===== src/rtl/key_click_decoder_pkg.sv =====
// Shared definitions for the key click decoder slice.
// Holds the event codes seen by the LED/mode logic, the FSM state encodings,
// and a helper that converts the window length in ms to clock cycles.
package key_click_decoder_pkg;

    typedef logic [1:0] evt_code_t;

    localparam evt_code_t EVT_NONE   = 2'd0;
    localparam evt_code_t EVT_SINGLE = 2'd1;
    localparam evt_code_t EVT_DOUBLE = 2'd2;
    localparam evt_code_t EVT_TRIPLE = 2'd3;

    localparam logic [1:0] ST_IDLE    = 2'd0;
    localparam logic [1:0] ST_COUNT   = 2'd1;
    localparam logic [1:0] ST_HOLDOFF = 2'd2;

    function automatic int unsigned win_cycles(input int unsigned clk_freq,
                                               input int unsigned win_ms);
        return (clk_freq / 1000) * win_ms;
    endfunction

endpackage


===== src/rtl/key_click_decoder_if.sv =====
// Handshake bundle between the key debouncer / consumer and the click decoder.
//   key_ok    : debounced press pulse (source -> decoder)
//   evt_valid : one-cycle event strobe (decoder -> consumer)
//   evt_code  : click code, 0 unless evt_valid is high
//   busy      : decoder is counting clicks or in holdoff
// master = the side that drives key_ok and consumes events, slave = the decoder.
interface key_click_decoder_if;
    import key_click_decoder_pkg::*;

    logic      key_ok;
    logic      evt_valid;
    evt_code_t evt_code;
    logic      busy;

    modport master (output key_ok, input evt_valid, evt_code, busy);
    modport slave  (input key_ok, output evt_valid, evt_code, busy);

endinterface


===== src/rtl/key_win_timer.sv =====
// Inter-click window timer.
//   clk, rst : clock and synchronous active-high reset
//   clr      : force the count back to zero (has priority over en)
//   en       : advance the count by one per cycle
//   done     : high while en=1 and the count sits at WIN_CNT-1
// The count saturates at WIN_CNT-1 instead of wrapping.
module key_win_timer #(
    parameter int unsigned WIN_CNT = 15_000_000
) (
    input  logic clk,
    input  logic rst,
    input  logic clr,
    input  logic en,
    output logic done
);

    localparam int unsigned TW = (WIN_CNT > 2) ? $clog2(WIN_CNT) : 1;
    localparam logic [TW-1:0] LAST = TW'(WIN_CNT - 1);

    logic [TW-1:0] r_timer;

    always_ff @(posedge clk) begin
        if (rst || clr) begin
            r_timer <= '0;
        end else if (en && (r_timer != LAST)) begin
            r_timer <= r_timer + 1'b1;
        end
    end

    assign done = en && (r_timer == LAST);

endmodule


===== src/rtl/key_click_decoder.sv =====
// Groups debounced key presses falling inside a rolling window into
// single / double / triple click events.
//   clk, rst : clock and synchronous active-high reset
//   bus      : slave side of key_click_decoder_if
//              (key_ok in; evt_valid, evt_code, busy out, all registered)
// Parameters: CLK_FREQ (Hz), WIN_MS (window in ms), MAX_CLICK (2..3, count
// that emits at once and then blocks further clicks for one window).
module key_click_decoder
    import key_click_decoder_pkg::*;
#(
    parameter int unsigned CLK_FREQ  = 50_000_000,
    parameter int unsigned WIN_MS    = 300,
    parameter int unsigned MAX_CLICK = 3
) (
    input  logic              clk,
    input  logic              rst,
    key_click_decoder_if.slave bus
);

    localparam int unsigned WIN_CNT  = win_cycles(CLK_FREQ, WIN_MS);
    localparam evt_code_t   MAX_CODE = 2'(MAX_CLICK);

    logic [1:0] r_state;
    logic [1:0] r_cnt;
    logic       r_evt_valid;
    evt_code_t  r_evt_code;
    logic       r_busy;

    logic [1:0] w_state_nxt;
    logic [1:0] w_cnt_nxt;
    logic       w_evt_valid_nxt;
    evt_code_t  w_evt_code_nxt;
    logic       w_timer_clr;
    logic       w_timer_en;
    logic       w_timer_done;

    // Every accepted (or, in holdoff, ignored) press restarts the window;
    // holding the timer cleared in IDLE means COUNT always starts from zero.
    assign w_timer_clr = bus.key_ok || (r_state == ST_IDLE);
    assign w_timer_en  = (r_state != ST_IDLE);

    key_win_timer #(
        .WIN_CNT (WIN_CNT)
    ) u_timer (
        .clk  (clk),
        .rst  (rst),
        .clr  (w_timer_clr),
        .en   (w_timer_en),
        .done (w_timer_done)
    );

    always_comb begin
        w_state_nxt     = r_state;
        w_cnt_nxt       = r_cnt;
        w_evt_valid_nxt = 1'b0;
        w_evt_code_nxt  = EVT_NONE;
        case (r_state)
            ST_IDLE: begin
                if (bus.key_ok) begin
                    w_state_nxt = ST_COUNT;
                    w_cnt_nxt   = 2'd1;
                end
            end
            ST_COUNT: begin
                // key_ok is tested before expiry so a press on the last
                // window cycle is counted rather than closing the group.
                if (bus.key_ok) begin
                    if ((r_cnt + 2'd1) == MAX_CODE) begin
                        w_evt_valid_nxt = 1'b1;
                        w_evt_code_nxt  = MAX_CODE;
                        w_state_nxt     = ST_HOLDOFF;
                        w_cnt_nxt       = MAX_CODE;
                    end else if (r_cnt != MAX_CODE) begin
                        w_cnt_nxt = r_cnt + 2'd1;
                    end
                end else if (w_timer_done) begin
                    w_evt_valid_nxt = 1'b1;
                    w_evt_code_nxt  = r_cnt;
                    w_state_nxt     = ST_IDLE;
                    w_cnt_nxt       = 2'd0;
                end
            end
            ST_HOLDOFF: begin
                if (w_timer_done && !bus.key_ok) begin
                    w_state_nxt = ST_IDLE;
                    w_cnt_nxt   = 2'd0;
                end
            end
            default: begin
                w_state_nxt = ST_IDLE;
                w_cnt_nxt   = 2'd0;
            end
        endcase
    end

    always_ff @(posedge clk) begin
        if (rst) begin
            r_state     <= ST_IDLE;
            r_cnt       <= 2'd0;
            r_evt_valid <= 1'b0;
            r_evt_code  <= EVT_NONE;
            r_busy      <= 1'b0;
        end else begin
            r_state     <= w_state_nxt;
            r_cnt       <= w_cnt_nxt;
            r_evt_valid <= w_evt_valid_nxt;
            r_evt_code  <= w_evt_code_nxt;
            // Decoded from the next state so busy drops together with IDLE entry.
            r_busy      <= (w_state_nxt != ST_IDLE);
        end
    end

    assign bus.evt_valid = r_evt_valid;
    assign bus.evt_code  = r_evt_code;
    assign bus.busy      = r_busy;

endmodule


===== src/flat_wrapper.sv =====
// flat-port wrapper written by rule: the top's interface ports become plain ports
module key_click_decoder_flat import key_click_decoder_pkg::*;
#(
    parameter int unsigned CLK_FREQ  = 50_000_000,
    parameter int unsigned WIN_MS    = 300,
    parameter int unsigned MAX_CLICK = 3
)
  (clk, rst, bus_key_ok, bus_evt_valid, bus_evt_code, bus_busy);
  key_click_decoder_if bus_i ();
  input  logic clk;
  input  logic rst;
  input wire logic [$bits(bus_i.key_ok)-1:0] bus_key_ok;
  output wire logic [$bits(bus_i.evt_valid)-1:0] bus_evt_valid;
  output wire logic [$bits(bus_i.evt_code)-1:0] bus_evt_code;
  output wire logic [$bits(bus_i.busy)-1:0] bus_busy;
  assign bus_i.key_ok = bus_key_ok;
  assign bus_evt_valid = bus_i.evt_valid;
  assign bus_evt_code = bus_i.evt_code;
  assign bus_busy = bus_i.busy;
  key_click_decoder #(.CLK_FREQ(CLK_FREQ), .WIN_MS(WIN_MS), .MAX_CLICK(MAX_CLICK)) u_core (.clk(clk), .rst(rst), .bus(bus_i));
endmodule

===== config.mk =====
export PLATFORM = sky130hd
export DESIGN_NAME = key_click_decoder_flat
export DESIGN_NICKNAME = d
export VERILOG_FILES = /design/src/rtl/key_click_decoder_pkg.sv /design/src/rtl/key_click_decoder_if.sv /design/src/rtl/key_win_timer.sv /design/src/rtl/key_click_decoder.sv /design/src/flat_wrapper.sv
export SDC_FILE = /design/constraint.sdc
export NUM_CORES = 1
export LEC_CHECK = 0
export ABC_AREA = 1
export CAP_MARGIN = 20
export CELL_PAD_IN_SITES_DETAIL_PLACEMENT = 0
export CELL_PAD_IN_SITES_GLOBAL_PLACEMENT = 2
export CORE_MARGIN = 8
export CORE_UTILIZATION = 35
export CTS_CLUSTER_DIAMETER = 30
export DETAILED_ROUTE_END_ITERATION = 8
export HOLD_SLACK_MARGIN = 0.05
export PLACE_DENSITY_LB_ADDON = 0.2
export SYNTH_ARGS = -nofsm -noshare
export SYNTH_HDL_FRONTEND = slang
export SYNTH_SLANG_ARGS = --single-unit

===== constraint.sdc =====
create_clock -name clk -period 5.2 [get_ports clk]
set_clock_uncertainty 0.2 [all_clocks]
set_input_delay 1.04 -clock clk [delete_from_list [all_inputs] [get_ports clk]]
set_output_delay 1.04 -clock clk [all_outputs]
set_load 0.05 [all_outputs]

# After elaboration in Yosys (flattened, before gate mapping)
# Index checks and enable logic that the tools add are counted.
[classes] n_eq_ne=10 n_mux=19 n_reduce_logical=11 bitwise=1 addsub=2
[op_table] cell="$mux W2" count=14
[op_table] cell="$add A24 B1 Y24 const B" count=1
[op_table] cell="$eq A24 B24 Y1 const B" count=1
[op_table] cell="$ne A24 B24 Y1 const B" count=1
[op_table] cell="$pmux W2 S3" count=2
[op_table] cell="$eq A2 B2 Y1 const B" count=2
[op_table] cell="$ne A2 B2 Y1 const B" count=2
[op_table] cell="$ne A4 B2 Y1 const B" count=1
[op_table] cell="$reduce_and A4 Y1" count=1
[op_table] cell="$reduce_bool A2 Y1" count=2
[op_table] cell="$logic_and A1 B1 Y1" count=3
[op_table] cell="$mux W1" count=3
[op_table] cell="$ne A3 B2 Y1 const B" count=1
[op_table] cell="$add A2 B1 Y2 const B" count=1
[op_table] cell="$eq A2 B1 Y1 const B" count=1
[op_table] cell="$logic_not A2 Y1" count=1
[op_table] cell="$logic_or A1 B1 Y1" count=2
[op_table] cell="$ne A2 B1 Y1 const B" count=1
[op_table] cell="$reduce_or A2 Y1" count=1
[op_table] cell="$logic_not A1 Y1" count=1
[op_table] cell="$not A1 Y1" count=1
[totals] inputBits=3 ff_bits=32 output_inout_bits=4 elab_cells=49

# Longest topological paths before layout
# Gate-level depths: netlist of run 1.
[depth] ltp_word=6 ltp_mapped=12 depth_no_buf=11

# Cells and area by module
# A second synthesis of run 1 with hierarchy kept.
[unflattened] cells_unflattened=294 hier_area_um2=1850.5
[by_module_without_submodules] mod="key_win_timer" area_per_inst_um2=1456.4 n_inst=1 seq_area_each_um2=480.5 cells_per_inst=235
[by_module_without_submodules] mod="key_click_decoder" area_per_inst_um2=394.1 n_inst=1 seq_area_each_um2=160.2 cells_per_inst=59

# Worst setup path before layout of run 1
# Ideal clock, no wire load.
[synth_path] kind="input to register" start="input port bus_key_ok" end="register u_core.u_timer.r_timer[16]" setup_time_ns=0.070 path_slack_ns=3.186 path_stages=6 arrival_ns=1.744 n_path_buf=1 required_ns=4.930 cell_sequence="nor2_1 -> inv_1 -> nor2_1 -> inv_1 -> clkbuf_1 -> a21oi_1"
[synth_between] elab_chain_cells=2
[synth_rtl] item="start: declaration" line="flat_wrapper.sv:12" rtl="input wire logic [$bits(bus_i.key_ok)-1:0] bus_key_ok;"
[synth_rtl] item="$logic_or A1 B1 Y1" line="key_click_decoder.sv:39" rtl="assign w_timer_clr = bus.key_ok || (r_state == ST_IDLE);"
[synth_rtl] item="$logic_or A1 B1 Y1" line="key_win_timer.sv:23" rtl="if (rst || clr) begin"
[synth_rtl] item="end signal: assignment" line="key_win_timer.sv:26" rtl="r_timer <= r_timer + 1'b1;"
[synth_rtl] item="end: declaration" line="key_win_timer.sv:20" rtl="logic [TW-1:0] r_timer;"
# Every way passes these cells.
# A chain may end at the register's enable or synchronous reset.

# Worst setup path in the final report of run 1
[layout_path] start="register u_core.r_evt_code[1], in the netlist u_core.bus.evt_code[1]" end="output port bus_evt_code[1]"
[layout_rtl] item="start: declaration" line="key_click_decoder.sv:26" rtl="evt_code_t r_evt_code;"
[layout_rtl] item="start signal: assignment" line="key_click_decoder.sv:107" rtl="r_evt_code <= w_evt_code_nxt;"
[layout_rtl] item="end: declaration" line="flat_wrapper.sv:14" rtl="output wire logic [$bits(bus_i.evt_code)-1:0] bus_evt_code;"
# No word-level cell between the ends.

==> flow_summary.toml, run 1 <==
[die]
dieHeight_um = 90.7
initial_core_util = 0.359
fp.dieW_um = 90.7
dieArea_mm2 = 0.00823
core_mm2 = 0.00544
pin_count = 7
rows = 27

[power]
fin_total_pwr_mw = 0.500
power.share.combinational = 0.075
p_leak_nw = 0.839
p_clk_frac = 0.425
power_frac_seq = 0.501
p_int_mw = 0.376
switching_share = 0.247
powerDensity_mw_per_mm2 = 232
ir_drop_mv = 0.0911
p_sw_mw = 0.124

[cells_and_area]
drive_gt1_frac = 0.0717
n_fill_cell = 592
fin_cells = 393
fin_area_mm2 = 0.00215
nNetsFinal = 327
multi_input_area_mm2 = 0.00106
syn2layout_area_growth_pct = 10.2
final-seq-area_um2 = 641
antenna_cells = 0

[synthesis]
ys_ff_latch = 32
ys_types = 28
syn_nets = 320
synth_area_leaders = "dfxtp_1 33%, nand2_1 18%, inv_1 9.6%, nor2_1 8.8%, a21oi_1 4.6%"
ys_seq_area_frac = 0.328
yosys.area.top_type = "dfxtp_1"
synth_top_area_share = 0.328
yosys_warnings = 0
syn_inst = 314
syn_avg_cell_area_um2 = 6.22
synth_area_mm2 = 0.00195

[placement]
post-place-cells = 386
dp.final_hpwl_mm = 3.75
portBuffers = 6
place_congestion = 0.808
place_area_mm2 = 0.00206

[critical_path]
crit_type = "reg -> out"
cp_data_arrival_time_ps = 1390
startpoint_type = "register"
crit_chain = "clkdlybuf4s50_1"
worstPathMaxFanout = 1
critical-path-slowest-cell = "clkdlybuf4s50_1"
path_delay_family = "buffers and inverters"
path_buf_inv = 1
end_kind = "output pin"
max_stage_delay_ps = 800
required_ps = 3960

[sta]
rsz0062_at_grt = "false"
hold_viol_final = 0
setup_violations = 0
tns_ps = 0
drv_slew = 0
fin_crit_ps = 2630
slew_headroom = 0.614
tightestPinTransition_ps = 574
clock.fmax_mhz = 380
fin_crit_sh = 0.507

[clocking]
root_buffer = "clkbuf_8"
clock-sinks = 32
insertion_delay_ps = 290
htree_levels = 2
clk_pin_slew_ps = 70
cts.repair.resized = 0
cts_buffers = 5
clockBufferDepth = 2
cts_tree = "done"
cts_setup_buffers = 0
cts-hold-fix-buffers = 0

[drt]
firstDrtPassIters = 4
wl_per_cell_um = 12.7
postRouteWirelength_mm = 4.99
wl_met1_mm = 2.52
drt_iter0_markers = 131
highest_layer = "met4"
met3WireLength_um = 201
via_per_inst = 4.58
drc = 0
ant_nets = 0
vias = 1801
wl_met2_mm = 2.20

[global_routing]
grt_pass1_vias = 1732
grt_max_degree = 24
antenna_found_initial = 0
globalRouteOverflowTotal = 0
track_usage = 0.128
grt_pass1_wl_mm = 8.49

[min_path]
min_path_type = "reg -> reg"

[run_status]
status = "finished, final reports clean"

[run]
drv_cap = 0
[Yosys cell counts (all sizes together)]
library cell  count
a21oi            20
xnor2             1
nor4              1
nand3b            2
clkbuf            1
and3              1
nand3            17
nor2             51
buf               6
inv              51
xor2              9
a31oi             1
ha                3
nand2            99
o21ai             9
dfxtp            32
nor3              4
nand4             6
[cell families (layout without fill, tap and decap cells)]
| group | after synthesis | in the layout | share of synthesized area |
|---|---|---|---|
| adder cells (fa/ha/maj) | 3 | 3 | 0.0192 |
| AO/OA/AOI/OAI | 30 | 30 | 0.0814 |
| AND/OR/NAND/NOR | 181 | 181 | 0.399 |
| buffers and inverters | 58 | 65 | 0.127 |
| XOR/XNOR | 10 | 10 | 0.0448 |
| flip-flops | 32 | 32 | 0.328 |
[per-layer routing]
layer,track usage,vias to the layer above
li1,-,971
met1,0.161,795
met2,0.210,29
met3,0.0316,6
met4,0.0374,0
met5,0,-
[layout make-up]
type                            instances  area share
Inverter                               51      0.0901
Multi-Input combinational cell        224       0.494
Sequential cell                        32       0.298
Clock buffer                            7      0.0448
Timing Repair Buffer                    7      0.0314
Tap cell                               72      0.0419
[cell usage in the layout (no fill, tap or decap), drive strengths merged]
| master | n |
|---|---|
| nor2 | 51 |
| nand2 | 99 |
| xnor2 | 1 |
| xor2 | 9 |
| inv | 51 |
| nand3b | 2 |
| nand3 | 17 |
| nand4 | 6 |
| clkdlybuf4s50 | 6 |
| o21ai | 9 |
| and3 | 1 |
| nor4 | 1 |
| ha | 3 |
| buf | 1 |
| a31oi | 1 |
| nor3 | 4 |
| clkbuf | 7 |
| dfxtp | 32 |
| a21oi | 20 |
[sequential cells by signal, summed over array words and instances (netlist names)]
signal and count:
u_core.bus.evt_code 2, u_core.u_timer.r_timer 24, u_core.r_state 2, u_core.r_cnt 2
u_core.bus.evt_valid 1, u_core.bus.busy 1
[through the flow]
stage,utilization,hold slack (ps),setup WS [ps]
after floorplan,-,248,3190
after global placement,0.378,274,2420
after detailed placement,0.378,280,2390
after CTS,0.396,288,2550
after global routing,0.396,316,2510
final,0.396,290,2570
[final timing paths]
kind | from | to | slack [ps] | cells after the start
setup / recovery | u_core.bus.evt_code[1] | bus_evt_code[1] | 2570 | 1
hold / removal | u_core.u_timer.r_timer[15] | u_core.u_timer.r_timer[15] | 290 | 2
setup reg to reg | u_core.u_timer.r_timer[0] | u_core.u_timer.r_timer[14] | 3100 | 9
hold reg to reg | u_core.u_timer.r_timer[15] | u_core.u_timer.r_timer[15] | 290 | 2
[tightest hold or removal path, cell delays in order, from the launching register on]
cell and delay (ps):
dfxtp_1 340, inv_1 60, a21oi_1 50
[power by group through the flow]
stage,sequential [mW],combinational [mW],clock (mW)
floorplan,0.259,0.0256,0
global placement,0.256,0.0385,0
detailed placement,0.256,0.0380,0
CTS,0.250,0.0383,0.217
global route,0.251,0.0421,0.230
finish,0.250,0.0373,0.212
(Power assumes the default switching activity.)
==> run 2, diff against run 1 <==
CORE_UTILIZATION = 30   (was 35)
clock period = 2.13 ns   (was 5.2 ns; I/O delays follow)
==> flow_summary.toml, run 2 (same netlist as run 1, synthesis figures left out) <==
[global_routing]
globalRouteOverflowTotal = 0
antenna_found_initial = 0
track_usage = 0.116
grt_pass1_wl_mm = 8.89
grt_pass1_vias = 1814
grt_max_degree = 24

[cells_and_area]
nNetsFinal = 338
final_cell_mix = "96 x nand2_1, 49 x inv_1, 46 x nor2_1"
finish.utilization = 0.357
largest_reg_flops = 24
syn2layout_area_growth_pct = 15.5
drive_gt1_frac = 0.108
n_fill_cell = 731
top_register = "u_core.u_timer.r_timer"
antenna_cells = 0
final_common_cell = "nand2_1"

[clocking]
cts_tree = "done"
clock-sinks = 32
cts_buffers = 5
htree_levels = 2
cts-hold-fix-buffers = 0
root_buffer = "clkbuf_8"
clk_pin_slew_ps = 80
clockBufferDepth = 2
insertion_delay_ps = 290

[drt]
via_per_inst = 4.46
vias = 1830
drc = 0
drt_iter0_markers = 113
wl_per_cell_um = 12.5
ant_nets = 0
firstDrtPassIters = 4
postRouteWirelength_mm = 5.11

[critical_path]
critical-path-slowest-cell = "clkdlybuf4s50_1"
crit_type = "reg -> out"
worstPathMaxFanout = 1
end_kind = "output pin"
max_stage_delay_ps = 800
required_ps = 1500
cp_data_arrival_time_ps = 1410
startpoint_type = "register"
path_buf_inv = 1
crit_chain = "clkdlybuf4s50_1"
path_delay_family = "buffers and inverters"

[die]
core_mm2 = 0.00631
rows = 29
dieHeight_um = 96.7
dieArea_mm2 = 0.00935
pin_count = 7
fp.dieW_um = 96.7
initial_core_util = 0.309

[placement]
place_ws_ps = 143
dp.final_hpwl_mm = 3.95
portBuffers = 6
place_congestion = 0.794

[sta]
slew_headroom = 0.666
finalWorstSetupSlack_ps = 91.7
rsz0062_at_grt = "false"
fin_crit_sh = 0.957
hold_viol_final = 0
tns_ps = 0
tightestPinTransition_ps = 499
clock.fmax_mhz = 491
drv_slew = 0
fin_crit_ps = 2040
setup_violations = 0

[power]
powerDensity_mw_per_mm2 = 581
p_leak_nw = 0.895
ir_drop_mv = 0.204

[min_path]
min_path_type = "reg -> reg"

[run_status]
status = "finished, final reports clean"

[run]
drv_cap = 0
run 2: cell count changes in the layout (fill, tap and decap cells not counted):
cell,before,now
clkinvlp_4,0,1
inv_1,50,49
inv_2,0,1
clkinv_2,0,1
buf_4,1,12
clkbuf_8,7,5
bufinv_16,0,1
run 2: metrics by stage:
stage                     total power, mW  hold slack, ps  instance area [um2]  instances
after global placement              0.728             270                 2140        402
after floorplan                     0.694             248                 1950        314
after global routing                 1.37             315                 2260        410
after detailed placement            0.725             275                 2140        402
after CTS                            1.34             287                 2260        410
final                                1.31             285                 2260        410
run 2: cell type report:
cell class              count  area [um2]  area share
clock buffers               5        68.8      0.0305
clock inverters             3        42.5      0.0189
inverters                  51         194      0.0860
multi-input cells         224        1060       0.471
flip-flops and latches     32         641       0.284
well taps                  77        96.3      0.0427
repair buffers             18         150      0.0666
run 2: routing by layer:
metal / track usage / vias up / wire [um]
met5: 0 / - / 0
met4: 0.0521 / 0 / 110
met3: 0.0292 / 8 / 178
met2: 0.182 / 20 / 2260
met1: 0.144 / 805 / 2560
li1: - / 997 / -
run 2: tightest hold or removal path, delay by kind of cell (launching register included):
kind,cells,cell delay (ps)
AOI/OAI and AO/OA,1,50
DFF,1,330
and+or+nand+nor,1,60
run 2: path summary, 6_finish.rpt:
| check | startpoint | end | slack [ps] | cells past startpoint |
|---|---|---|---|---|
| worst max-delay path | u_core.bus.evt_code[1] | bus_evt_code[1] | 90 | 1 |
| worst min-delay path | u_core.u_timer.r_timer[21] | u_core.u_timer.r_timer[21] | 280 | 2 |
| worst max register to register | u_core.u_timer.r_timer[16] | u_core.u_timer.r_timer[19] | 220 | 7 |
| worst min register to register | u_core.u_timer.r_timer[21] | u_core.u_timer.r_timer[21] | 280 | 2 |
run 2: what timing repair did:
action	CTS	global route
buffers inserted	0	0
setup endpoints to repair	0	4
gates resized for setup	0	1
run 2: power by group:
part	internal (mW)	switching (mW)
Combinational	0.0308	0.0682
Clock	0.346	0.255
Sequential	0.606	0.00450
==> run 3, diff against run 2 <==
CAP_MARGIN = default   (was 20)
==> results of run 3 <==
Final layout, timing and power as in run 2 (identical DEF).
==> RTL edit, RTL diff (settings of run 3) <==
Make the reset (`rst`) asynchronous in one clocked block. Comments in the files are not updated.
--- a/src/rtl/key_click_decoder.sv
+++ b/src/rtl/key_click_decoder.sv
@@ -94,5 +94,5 @@
     end
 
-    always_ff @(posedge clk) begin
+    always_ff @(posedge clk or posedge rst) begin
         if (rst) begin
             r_state     <= ST_IDLE;
Behaviour: differs if rst is asserted again (counterexample within 4 cycles, from zero or initial values and one cycle with rst high); with rst held inactive, the same outputs for 10 cycles.
==> RTL edit against run 3 <==
Synthesized cell count fell by 0.96%. Sequential share of layout area increased by 1.4 points. Sequential cell count unchanged. Hold slack lost 0.048 ns. Setup slack got worse by 0.0087 ns. Wire length up 5.0%. Final cell count fell by 0.73%. Count of clock-buffer cells in the layout grew 3. Cell area is 1.1% higher. Synthesized area rose by 1.9%. Critical endpoint is now bus_evt_code[0].
Power is not compared: it rests on default switching activity, and its combinational part moved more than twofold at a synthesized area within 25%.
==> RTL edit: results <==
group,metric,value,unit
worst_hold_path,hp-class,"in -> async",
final_layout,fin_cells,407,
cts,ctsHtreeMaxLevel,2,
global_route,grt_pass1_vias,1851,
yosys,postSynthCellCount,311,
final_layout,drive_gt1_frac,0.09697,
routing,wirelength,5371,µm
place,place_inst,399,
run_status,run_status,"completed",
yosys,yosys_warnings,0,
global_route,grt_max_degree,25,
final_layout,fin_nets,335,
yosys,yosys.area_share.adder,0.01887,
final_layout,nFillCells,704,
place,routabilityCongestion,0.8651,
yosys,synth-seq-area-share,0.3421,
yosys,async_flop_share,0.2500,
yosys,synth_cell_types,26,
cts,clkTransAtPathRegs,0.07,ns
yosys,synth_compound_area_frac,0.07421,
routing,wl_met1,2791,µm
timing,slew_headroom,0.6673,
place,preCtsSetupSlack,0.1601,ns
global_route,grt_pass1_wl,9177,µm
place,post-dp-hpwl,3982,µm
yosys,synth_top_family_by_area,"simple AND/OR/NAND/NOR gates",
global_route,track_usage,0.1179,
yosys,yosys-top-cells-count,"124 x nand2_1, 48 x nor2_1, 24 x dfxtp_1, 23 x inv_1, 19 x a21oi_1",
routing,top_layer,"met4",
routing,route.met3.wl,219,µm
yosys,synth_nets,317,
yosys,netlist_top_cells_area,"dfxtp_1 24%, nand2_1 23%, dfrtp_1 10%",
-- RTL edit: final timing paths --
check	cells past startpoint	slack, ns	end	startpoint
max reg2reg	9	0.13	u_core.u_timer.r_timer[16]	u_core.u_timer.r_timer[1]
min reg2reg	2	0.31	u_core.u_timer.r_timer[23]	u_core.u_timer.r_timer[23]
min	3	0.24	u_core.bus.evt_code[1]	rst
max in group asynchronous	3	1.36	u_core.bus.evt_valid	rst
min in group clk	2	0.31	u_core.u_timer.r_timer[23]	u_core.u_timer.r_timer[23]
max	1	0.08	bus_evt_code[0]	u_core.bus.evt_code[0]
-- RTL edit: cell type report --
class,instances,share of cell area
clock buffers,8,0.04388
inverters,24,0.04059
multi-input cells,249,0.5090
flip-flops and latches,32,0.2984
well taps,77,0.04224
repair buffers,17,0.06583
-- RTL edit: per-layer routing --
layer / track usage / vias up
met4: 0.03147 / 0
met2: 0.1909 / 33
li1: - / 1010
met1: 0.1505 / 829
met5: 0 / -
met3: 0.02916 / 4
-- RTL edit: stage by stage --
stage                 util  instance area (µm²)
global placement    0.3407                 2176
floorplan                -                 1989
finish              0.3572                 2281
global route        0.3572                 2281
detailed placement  0.3407                 2176
CTS                 0.3564                 2276
-- RTL edit: power breakdown --
| part | internal (W) | total [W] | switching [W] |
|---|---|---|---|
| Clock | 0.000295 | 0.000537 | 0.000242 |
| Combinational | 0.000163 | 0.000544 | 0.000381 |
| Sequential | 0.000653 | 0.000698 | 0.0000449 |
-- RTL edit: cell families (layout without fill, tap and decap cells) --
group / Yosys count / in the layout
fa+ha+maj: 3 / 3
simple gates: 207 / 207
xor+xnor: 13 / 13
buf+inv: 30 / 49
flops: 32 / 32
compound gates: 26 / 26
-- RTL edit: timing repair --
| action | 4_1_cts | 5_1_grt |
|---|---|---|
| hold endpoints to repair | 0 | 0 |
| gates resized for setup | 0 | 3 |
| setup endpoints to repair | 0 | 13 |
| buffers inserted | 0 | 0 |
